--- config.mk ---
export PLATFORM = sky130hd
export DESIGN_NAME = switch_debouncer
export DESIGN_NICKNAME = d
export VERILOG_FILES = /design/src/rtl/switch_pkg.sv /design/src/rtl/debounce_bit.sv /design/src/rtl/switch_debouncer.sv
export SDC_FILE = /design/constraint.sdc
export NUM_CORES = 1
export LEC_CHECK = 0
export ABC_AREA = 1
export CAP_MARGIN = 20
export CORE_MARGIN = 1
export CORE_UTILIZATION = 30
export DETAILED_ROUTE_END_ITERATION = 6
export GPL_TIMING_DRIVEN = 0
export RECOVER_POWER = 50
export SLEW_MARGIN = 20
export SYNTH_ARGS = -nofsm -noshare
export SYNTH_HDL_FRONTEND = slang
export SYNTH_SLANG_ARGS = --single-unit
--- constraint.sdc ---
create_clock -name clk -period 4.1 [get_ports clk]
set_clock_uncertainty 0.1 [all_clocks]
set_input_delay 0.82 -clock clk [delete_from_list [all_inputs] [get_ports clk]]
set_output_delay 0.82 -clock clk [all_outputs]
set_load 0.05 [all_outputs]
--- src/rtl/switch_pkg.sv ---
// switch_pkg
//   Shared constants for the DIP-switch conditioning path: system clock rate,
//   debounce window, switch count, and the counter-width helper used by the
//   per-bit debouncer.
package switch_pkg;

    localparam int SYS_CLK_HZ              = 24_000_000;
    localparam int DEBOUNCE_MS             = 10;
    localparam int DEBOUNCE_CYCLES_DEFAULT = SYS_CLK_HZ / 1000 * DEBOUNCE_MS;
    localparam int SW_WIDTH                = 4;

    typedef logic [SW_WIDTH-1:0] sw_vec_t;

    // Counter width able to hold 0 .. cycles-1; never narrower than one bit
    // so the degenerate single-cycle window still has a legal vector.
    function automatic int cnt_width(input int cycles);
        return (cycles <= 1) ? 1 : $clog2(cycles);
    endfunction

endpackage : switch_pkg

--- src/rtl/debounce_bit.sv ---
// debounce_bit
//   One switch bit: 2-flop synchronizer, mismatch counter and registered
//   clean/changed outputs. A new level is accepted only after it has been
//   seen on the synchronized input for DEBOUNCE_CYCLES consecutive edges.
//
// Ports
//   clk        system clock
//   reset      asynchronous, active-high reset
//   d_raw      raw asynchronous switch pin
//   d_clean    debounced level
//   d_changed  one-cycle pulse in the cycle d_clean updates
module debounce_bit
    import switch_pkg::*;
#(
    parameter int DEBOUNCE_CYCLES = DEBOUNCE_CYCLES_DEFAULT
) (
    input  logic clk,
    input  logic reset,
    input  logic d_raw,
    output logic d_clean,
    output logic d_changed
);

    localparam int                 CNT_W   = cnt_width(DEBOUNCE_CYCLES);
    localparam logic [CNT_W-1:0]   CNT_MAX = CNT_W'(DEBOUNCE_CYCLES - 1);

    logic             sync1;
    logic             sync2;
    logic [CNT_W-1:0] cnt;

    // NOTE: every flop here, counter included, is cleared by reset so a
    // partially qualified level cannot survive a reset and leak into d_clean.
    always_ff @(posedge clk or posedge reset) begin
        if (reset) begin
            sync1     <= 1'b0;
            sync2     <= 1'b0;
            cnt       <= '0;
            d_clean   <= 1'b0;
            d_changed <= 1'b0;
        end else begin
            // NOTE: non-blocking assignments make sync2 take the old sync1,
            // giving two real flop stages with nothing between them.
            sync1     <= d_raw;
            sync2     <= sync1;
            d_changed <= 1'b0;

            if (sync2 == d_clean) begin
                // Any return to the accepted level restarts the window.
                cnt <= '0;
            end else if (cnt == CNT_MAX) begin
                d_clean   <= sync2;
                d_changed <= 1'b1;
                cnt       <= '0;
            end else begin
                cnt <= cnt + 1'b1;
            end
        end
    end

endmodule : debounce_bit

--- src/rtl/switch_debouncer.sv ---
// switch_debouncer
//   Conditions the raw DIP-switch vector for led_control: each bit is
//   synchronized and debounced independently, yielding a stable vector and a
//   per-bit one-cycle change pulse. All outputs are registered.
//
// Ports
//   clk        system clock (24 MHz)
//   reset      asynchronous, active-high reset
//   s_raw      raw asynchronous switch pins
//   s_clean    debounced switch vector (feeds led_control s)
//   s_changed  per-bit pulse, high in the cycle s_clean[i] updates
module switch_debouncer
    import switch_pkg::*;
#(
    parameter int WIDTH           = SW_WIDTH,
    parameter int DEBOUNCE_CYCLES = DEBOUNCE_CYCLES_DEFAULT
) (
    input  logic             clk,
    input  logic             reset,
    input  logic [WIDTH-1:0] s_raw,
    output logic [WIDTH-1:0] s_clean,
    output logic [WIDTH-1:0] s_changed
);

    for (genvar i = 0; i < WIDTH; i++) begin : g_bit
        debounce_bit #(
            .DEBOUNCE_CYCLES(DEBOUNCE_CYCLES)
        ) u_bit (
            .clk      (clk),
            .reset    (reset),
            .d_raw    (s_raw[i]),
            .d_clean  (s_clean[i]),
            .d_changed(s_changed[i])
        );
    end

endmodule : switch_debouncer

=== Word level (Yosys, flattened, before mapping) ===
Cells that the tools add are included.

* $lt $le $gt $ge: 0
* Multiplexer cells: 16
* Bitwise operators: 4
* Eq/ne operators: 8
* Reduce and logical (&&, ||, !) cells: 4
* Divide/modulo/power cells: 0
* Add/subtract/negate cells: 4
* Multiply operators: 0
* Shift-type cells: 0

{| class="wikitable"
|+ Operators by type and width
! kind !! count
|-
| 2-to-1 mux 18 bit || 8
|-
| adder 18 x 1 -> 18 bit, second input constant || 4
|-
| equality test 18 bit, second input constant || 4
|-
| 2-to-1 mux 1 bit || 8
|-
| AND reduction 2 bit || 4
|-
| equality test 1 bit || 4
|-
| inverter 1 bit || 4
|}

* Memory bits (writable): 0
* Word-level logic and storage cells: 56
* Bits of input ports: 6
* Register bits: 88
* Bits in latches: 0
* Memory bits (read-only): 0
* Memories kept: 0
* Output and inout bits: 8

=== Depth between registers and ports, before layout ===
* Depth after elaboration: 3
* Gate-level depth with buffers: 9
* Mapped depth without buffers: 9

=== Hierarchy ===
A second synthesis with hierarchy kept.

* Cells, all modules: 520
* Area, all modules: 4,629.4 um^2

{| class="wikitable"
|+ By module, submodules not included
! module !! seq. area each (um^2) !! area each (um^2) !! times used !! cells an instance
|-
| debounce_bit || 550.5 || 1,157.4 || 4 || 130
|}

=== Worst setup path before layout ===
Ideal clock, no wire load.

* Path type: reg2out
* Start: register g_bit[0].u_bit.d_clean
* End: output port s_clean[0]
* Buffers on the path: 1
* Slack: 2.590 ns
* Arrival: 0.590 ns
* Stages on the path, launching flop included: 2
* Cell sequence: dfrtp_1 -> buf_4

{| class="wikitable"
|+ RTL lines
! element !! RTL line !! text
|-
| start, declared || debounce_bit.sv:20 || <nowiki>output logic d_clean,</nowiki>
|-
| start signal, assigned || debounce_bit.sv:51 || <nowiki>d_clean <= sync2;</nowiki>
|-
| end, declared || switch_debouncer.sv:21 || <nowiki>output logic [WIDTH-1:0] s_clean,</nowiki>
|}

No word-level cell between the ends.

=== Worst setup path after layout ===
* Start: register g_bit[3].u_bit.d_clean
* End: output port s_clean[3]

{| class="wikitable"
|+ RTL lines
! element !! RTL line
|-
| start, declared || debounce_bit.sv:20
|-
| start signal, assigned || debounce_bit.sv:51
|}

No word-level cell between the ends.

==> impl_results.html <==
<table>
<tr><th>Metric</th><th>Value</th></tr>
<tr><th colspan="2">Global routing</th></tr>
<tr><td>Via count of the first global-routing pass</td><td>~3.5k</td></tr>
<tr><td>Total routing usage reported by global routing</td><td>0.120</td></tr>
<tr><td>Largest net degree at the start of global routing</td><td>57</td></tr>
<tr><td>Wire length of the first global-routing pass</td><td>roughly 16000 um</td></tr>
<tr><td>Number of antenna violations at the first check in global routing</td><td>0</td></tr>
<tr><td>Overflow left after global routing</td><td>0</td></tr>
<tr><th colspan="2">Clocking</th></tr>
<tr><td>Worst-skew pair later-pin latency</td><td>0.34 ns</td></tr>
<tr><td>Number of buffers added for setup after CTS</td><td>0</td></tr>
<tr><td>Clock tree sinks</td><td>a little under 90</td></tr>
<tr><td>Clock-pin slew on the worst setup and hold paths</td><td>0.06 ns</td></tr>
<tr><td>Cells resized by post-CTS repair</td><td>0</td></tr>
<tr><td>Buffer levels on the longest clock path</td><td>2</td></tr>
<tr><td>Clock root buffer master</td><td>clkbuf_16</td></tr>
<tr><td>TritonCTS Buffers</td><td>9</td></tr>
<tr><td>Hold bufs inserted after CTS</td><td>0</td></tr>
<tr><td>Htree depth</td><td>3</td></tr>
<tr><td>Clock tree from TritonCTS</td><td>built</td></tr>
<tr><th colspan="2">Power</th></tr>
<tr><td>Power density over the cells</td><td>roughly 330 nW/um^2</td></tr>
<tr><td>Leakage Power</td><td>~2.2 nW</td></tr>
<tr><td>Peak supply drop</td><td>approximately 250 uV</td></tr>
<tr><th colspan="2">Die</th></tr>
<tr><td>Boundary pin count</td><td>14</td></tr>
<tr><td>Number of cell rows</td><td>45</td></tr>
<tr><td>Die outline area</td><td>16400 um^2</td></tr>
<tr><td>Horizontal die dimension</td><td>around 130 um</td></tr>
<tr><td>Initial cell density of the core</td><td>0.310</td></tr>
<tr><td>Core area</td><td>between 15000 and 20000 um^2</td></tr>
<tr><td>Height of the die</td><td>128 um</td></tr>
<tr><th colspan="2">Worst setup path</th></tr>
<tr><td>CP max stage delay</td><td>about 0.8 ns</td></tr>
<tr><td>Startpoint type of the worst setup path</td><td>flip-flop</td></tr>
<tr><td>Arrival time of the worst setup path</td><td>between 1.5 and 2 ns</td></tr>
<tr><td>Type of the setup path with the least slack</td><td>flip-flop to primary output</td></tr>
<tr><td>Crit. End Element</td><td>primary output</td></tr>
<tr><td>Max Fanout on Critical Path</td><td>3</td></tr>
<tr><td>Req. time, crit path</td><td>about 3.2 ns</td></tr>
<tr><td>CP max-delay cell</td><td>clkdlybuf4s50_1</td></tr>
<tr><td>Crit path cell chain</td><td>buf_4 -&gt; clkdlybuf4s50_1</td></tr>
<tr><th colspan="2">Route</th></tr>
<tr><td>Number of optimization iterations in the first detailed-route pass</td><td>4</td></tr>
<tr><td>Routed vias</td><td>between 3k and 4k</td></tr>
<tr><td>Antenna-violating nets left</td><td>0</td></tr>
<tr><td>Number of DRC violations after detailed routing</td><td>0</td></tr>
<tr><td>Drt total wl</td><td>between 8000 and 9000 um</td></tr>
<tr><td>Wire per inst</td><td>~11 um</td></tr>
<tr><td>Via-per-instance ratio</td><td>between 4 and 5</td></tr>
<tr><td>Number of DRC markers after the initial detailed-route iteration</td><td>150</td></tr>
<tr><th colspan="2">Final layout</th></tr>
<tr><td>Proportion of layout cells with a drive suffix above 1</td><td>0.162</td></tr>
<tr><td>Area used by multi-input combinational logic</td><td>2170 um^2</td></tr>
<tr><td>Most frequent standard cell in the layout excluding fill and tap cells</td><td>nor2_1</td></tr>
<tr><td>Design Area, Final</td><td>5400 um^2</td></tr>
<tr><td>Final Util</td><td>0.351</td></tr>
<tr><td>Layout area overhead</td><td>13.4%</td></tr>
<tr><td>Most frequent cells in the layout</td><td>122 x nor2_1, 96 x nand2_1, 88 x dfrtp_1</td></tr>
<tr><td>ANT cells</td><td>0</td></tr>
<tr><td>Nets</td><td>between 500 and 600</td></tr>
<tr><td>Count of fill cells added during filler insertion</td><td>between 1.5k and 2k</td></tr>
<tr><td>Reg area</td><td>between 2000 and 2500 um^2</td></tr>
<tr><th colspan="2">Timing</th></tr>
<tr><td>RSZ-0062 raised after global routing</td><td>false</td></tr>
<tr><td>Fmax</td><td>between 300 and 400 MHz</td></tr>
<tr><td>Worst-Margin Slew</td><td>1.50 ns</td></tr>
<tr><td>Final Setup Violations</td><td>0</td></tr>
<tr><td>Hold Vio Cnt, Final</td><td>0</td></tr>
<tr><td>Post-layout minimum cycle time</td><td>2.60 ns</td></tr>
<tr><td>Worst slew slack as a fraction of its limit</td><td>-0.00707</td></tr>
<tr><td>Count of pins over their slew limit</td><td>33</td></tr>
<tr><td>Final period util</td><td>0.634</td></tr>
<tr><th colspan="2">Yosys</th></tr>
<tr><td>Most area-hungry cell type in the Yosys netlist</td><td>dfrtp_1</td></tr>
<tr><td>Total number of yosys warnings</td><td>0</td></tr>
<tr><td>Post-synthesis sequential element count</td><td>88</td></tr>
<tr><td>Count of distinct cell types in the synthesized netlist</td><td>31</td></tr>
<tr><td>Synthesized netlist net count</td><td>574</td></tr>
<tr><td>Number of standard cells after synthesis</td><td>around 560</td></tr>
<tr><td>Most used flip-flop cell after synthesis</td><td>dfrtp_1</td></tr>
<tr><td>Sequential element share of the synthesized area</td><td>0.462</td></tr>
<tr><td>Top-area cell type share of the netlist area</td><td>0.462</td></tr>
<tr><td>Ranking of synthesized cells by area</td><td>dfrtp_1 46%, nor2_1 9.0%, nand2_1 7.2%</td></tr>
<tr><td>Synthesized area</td><td>around 4800 um^2</td></tr>
<tr><td>Mean post-synth cell area</td><td>about 8.4 um^2</td></tr>
<tr><td>Share of flip-flops with an asynchronous set or reset</td><td>1.00</td></tr>
<tr><td>Number of enable flip-flop cells after synthesis</td><td>0</td></tr>
<tr><th colspan="2">Placed design</th></tr>
<tr><td>Placer Congestion</td><td>between 0.8 and 0.9</td></tr>
<tr><td>Instance area after placement</td><td>about 5200 um^2</td></tr>
<tr><td>Port-buffer cells</td><td>13</td></tr>
<tr><td>Post-DP HPWL</td><td>6310 um</td></tr>
<tr><th colspan="2">Status</th></tr>
<tr><td>Run status</td><td>complete, but fails checks</td></tr>
<tr><td>Violations in the final reports</td><td>capacitance limit, slew limit</td></tr>
<tr><th colspan="2">Hold path</th></tr>
<tr><td>Class of the tightest hold or removal check</td><td>flip-flop to flip-flop</td></tr>
<tr><th colspan="2">Run</th></tr>
<tr><td>Max-cap viol count</td><td>1</td></tr>
</table>
[cell families (layout without fill, tap and decap cells)]
family                   after synthesis  count (layout)  synth area share
AO/OA/AOI/OAI                         24              24            0.0276
XOR/XNOR                              39              39            0.0748
adder cells (fa/ha/maj)                4               4            0.0105
buffers and inverters                 70             100            0.0638
flip-flops                            88              88             0.462
AND/OR/NAND/NOR                      339             339             0.361
[critical path, delay by kind of cell (launching register included)]
family / cells / cell delay, ns
buf+inv: 2 / 0.93
flops: 1 / 0.42
[sequential cells by signal (all words and copies together), names as in the netlist]
signal / flops
g_bit.u_bit.cnt: 72
g_bit.u_bit.d_clean: 4
g_bit.u_bit.sync2: 4
g_bit.u_bit.sync1: 4
g_bit.u_bit.d_changed: 4
[where the power goes]
group / switching, mW / internal, mW / leakage, nW / total [mW]
registers: 0.00958 / 0.882 / 1.20 / 0.891
logic: 0.0438 / 0.0205 / 0.864 / 0.0643
clock network: 0.345 / 0.491 / 0.145 / 0.836
[metal layers]
layer / routed length, um / GRT usage / vias to the layer above
met3: 215 / 0.0317 / 6
met2: 4220 / 0.202 / 33
li1: - / - / 1791
met4: 96 / 0.0519 / 0
met1: 4130 / 0.144 / 1661
met5: 0 / 0 / -
[stage by stage]
step | power [mW] | std cells | setup WS, ns | hold slack (ns) | setup TNS [ns]
floorplan | 0.953 | 564 | 0.901 | 0.231 | 0
CTS | 1.83 | 805 | 1.47 | 0.255 | 0
detailed placement | 0.978 | 789 | 1.85 | 0.240 | 0
global route | 1.87 | 805 | 1.44 | 0.257 | 0
global placement | 0.972 | 788 | -0.537 | 0.233 | -46.69
finish | 1.79 | 805 | 1.50 | 0.250 | 0
[area by class of cell]
cell class,instances,area share
Timing Repair Buffer,14,0.0292
Clock buffer,10,0.0442
Clock inverter,6,0.0125
Multi-Input combinational cell,406,0.401
Buffer,9,0.0139
Inverter,61,0.0426
Sequential cell,88,0.408
Tap cell,211,0.0489
[cell usage after synthesis (5+ instances only)]
master	number
nand2_1	91
a21oi_1	10
nor2_4	14
nand2_4	5
nor2_2	34
inv_2	8
dfrtp_1	88
nand3_1	35
xnor2_1	17
inv_1	52
o21ai_0	7
nand4_1	10
buf_4	8
xor2_1	20
nand2_2	19
nor2_1	114
[worst paths after layout]
| check | startpoint | endpoint | slack, ns | cells past startpoint |
|---|---|---|---|---|
| min in group asynchronous | reset | g_bit[1].u_bit.d_changed | 1.18 | 2 |
| max reg2reg | g_bit[0].u_bit.d_clean | g_bit[0].u_bit.cnt[11] | 2.21 | 4 |
| max | g_bit[3].u_bit.d_clean | s_clean[3] | 1.50 | 2 |
| min reg2reg | g_bit[2].u_bit.sync1 | g_bit[2].u_bit.sync2 | 0.25 | 0 |
| max in group asynchronous | reset | g_bit[0].u_bit.cnt[0] | 1.88 | 3 |
| min | g_bit[2].u_bit.sync1 | g_bit[2].u_bit.sync2 | 0.25 | 0 |
Power figures use the tool's default switching activity.
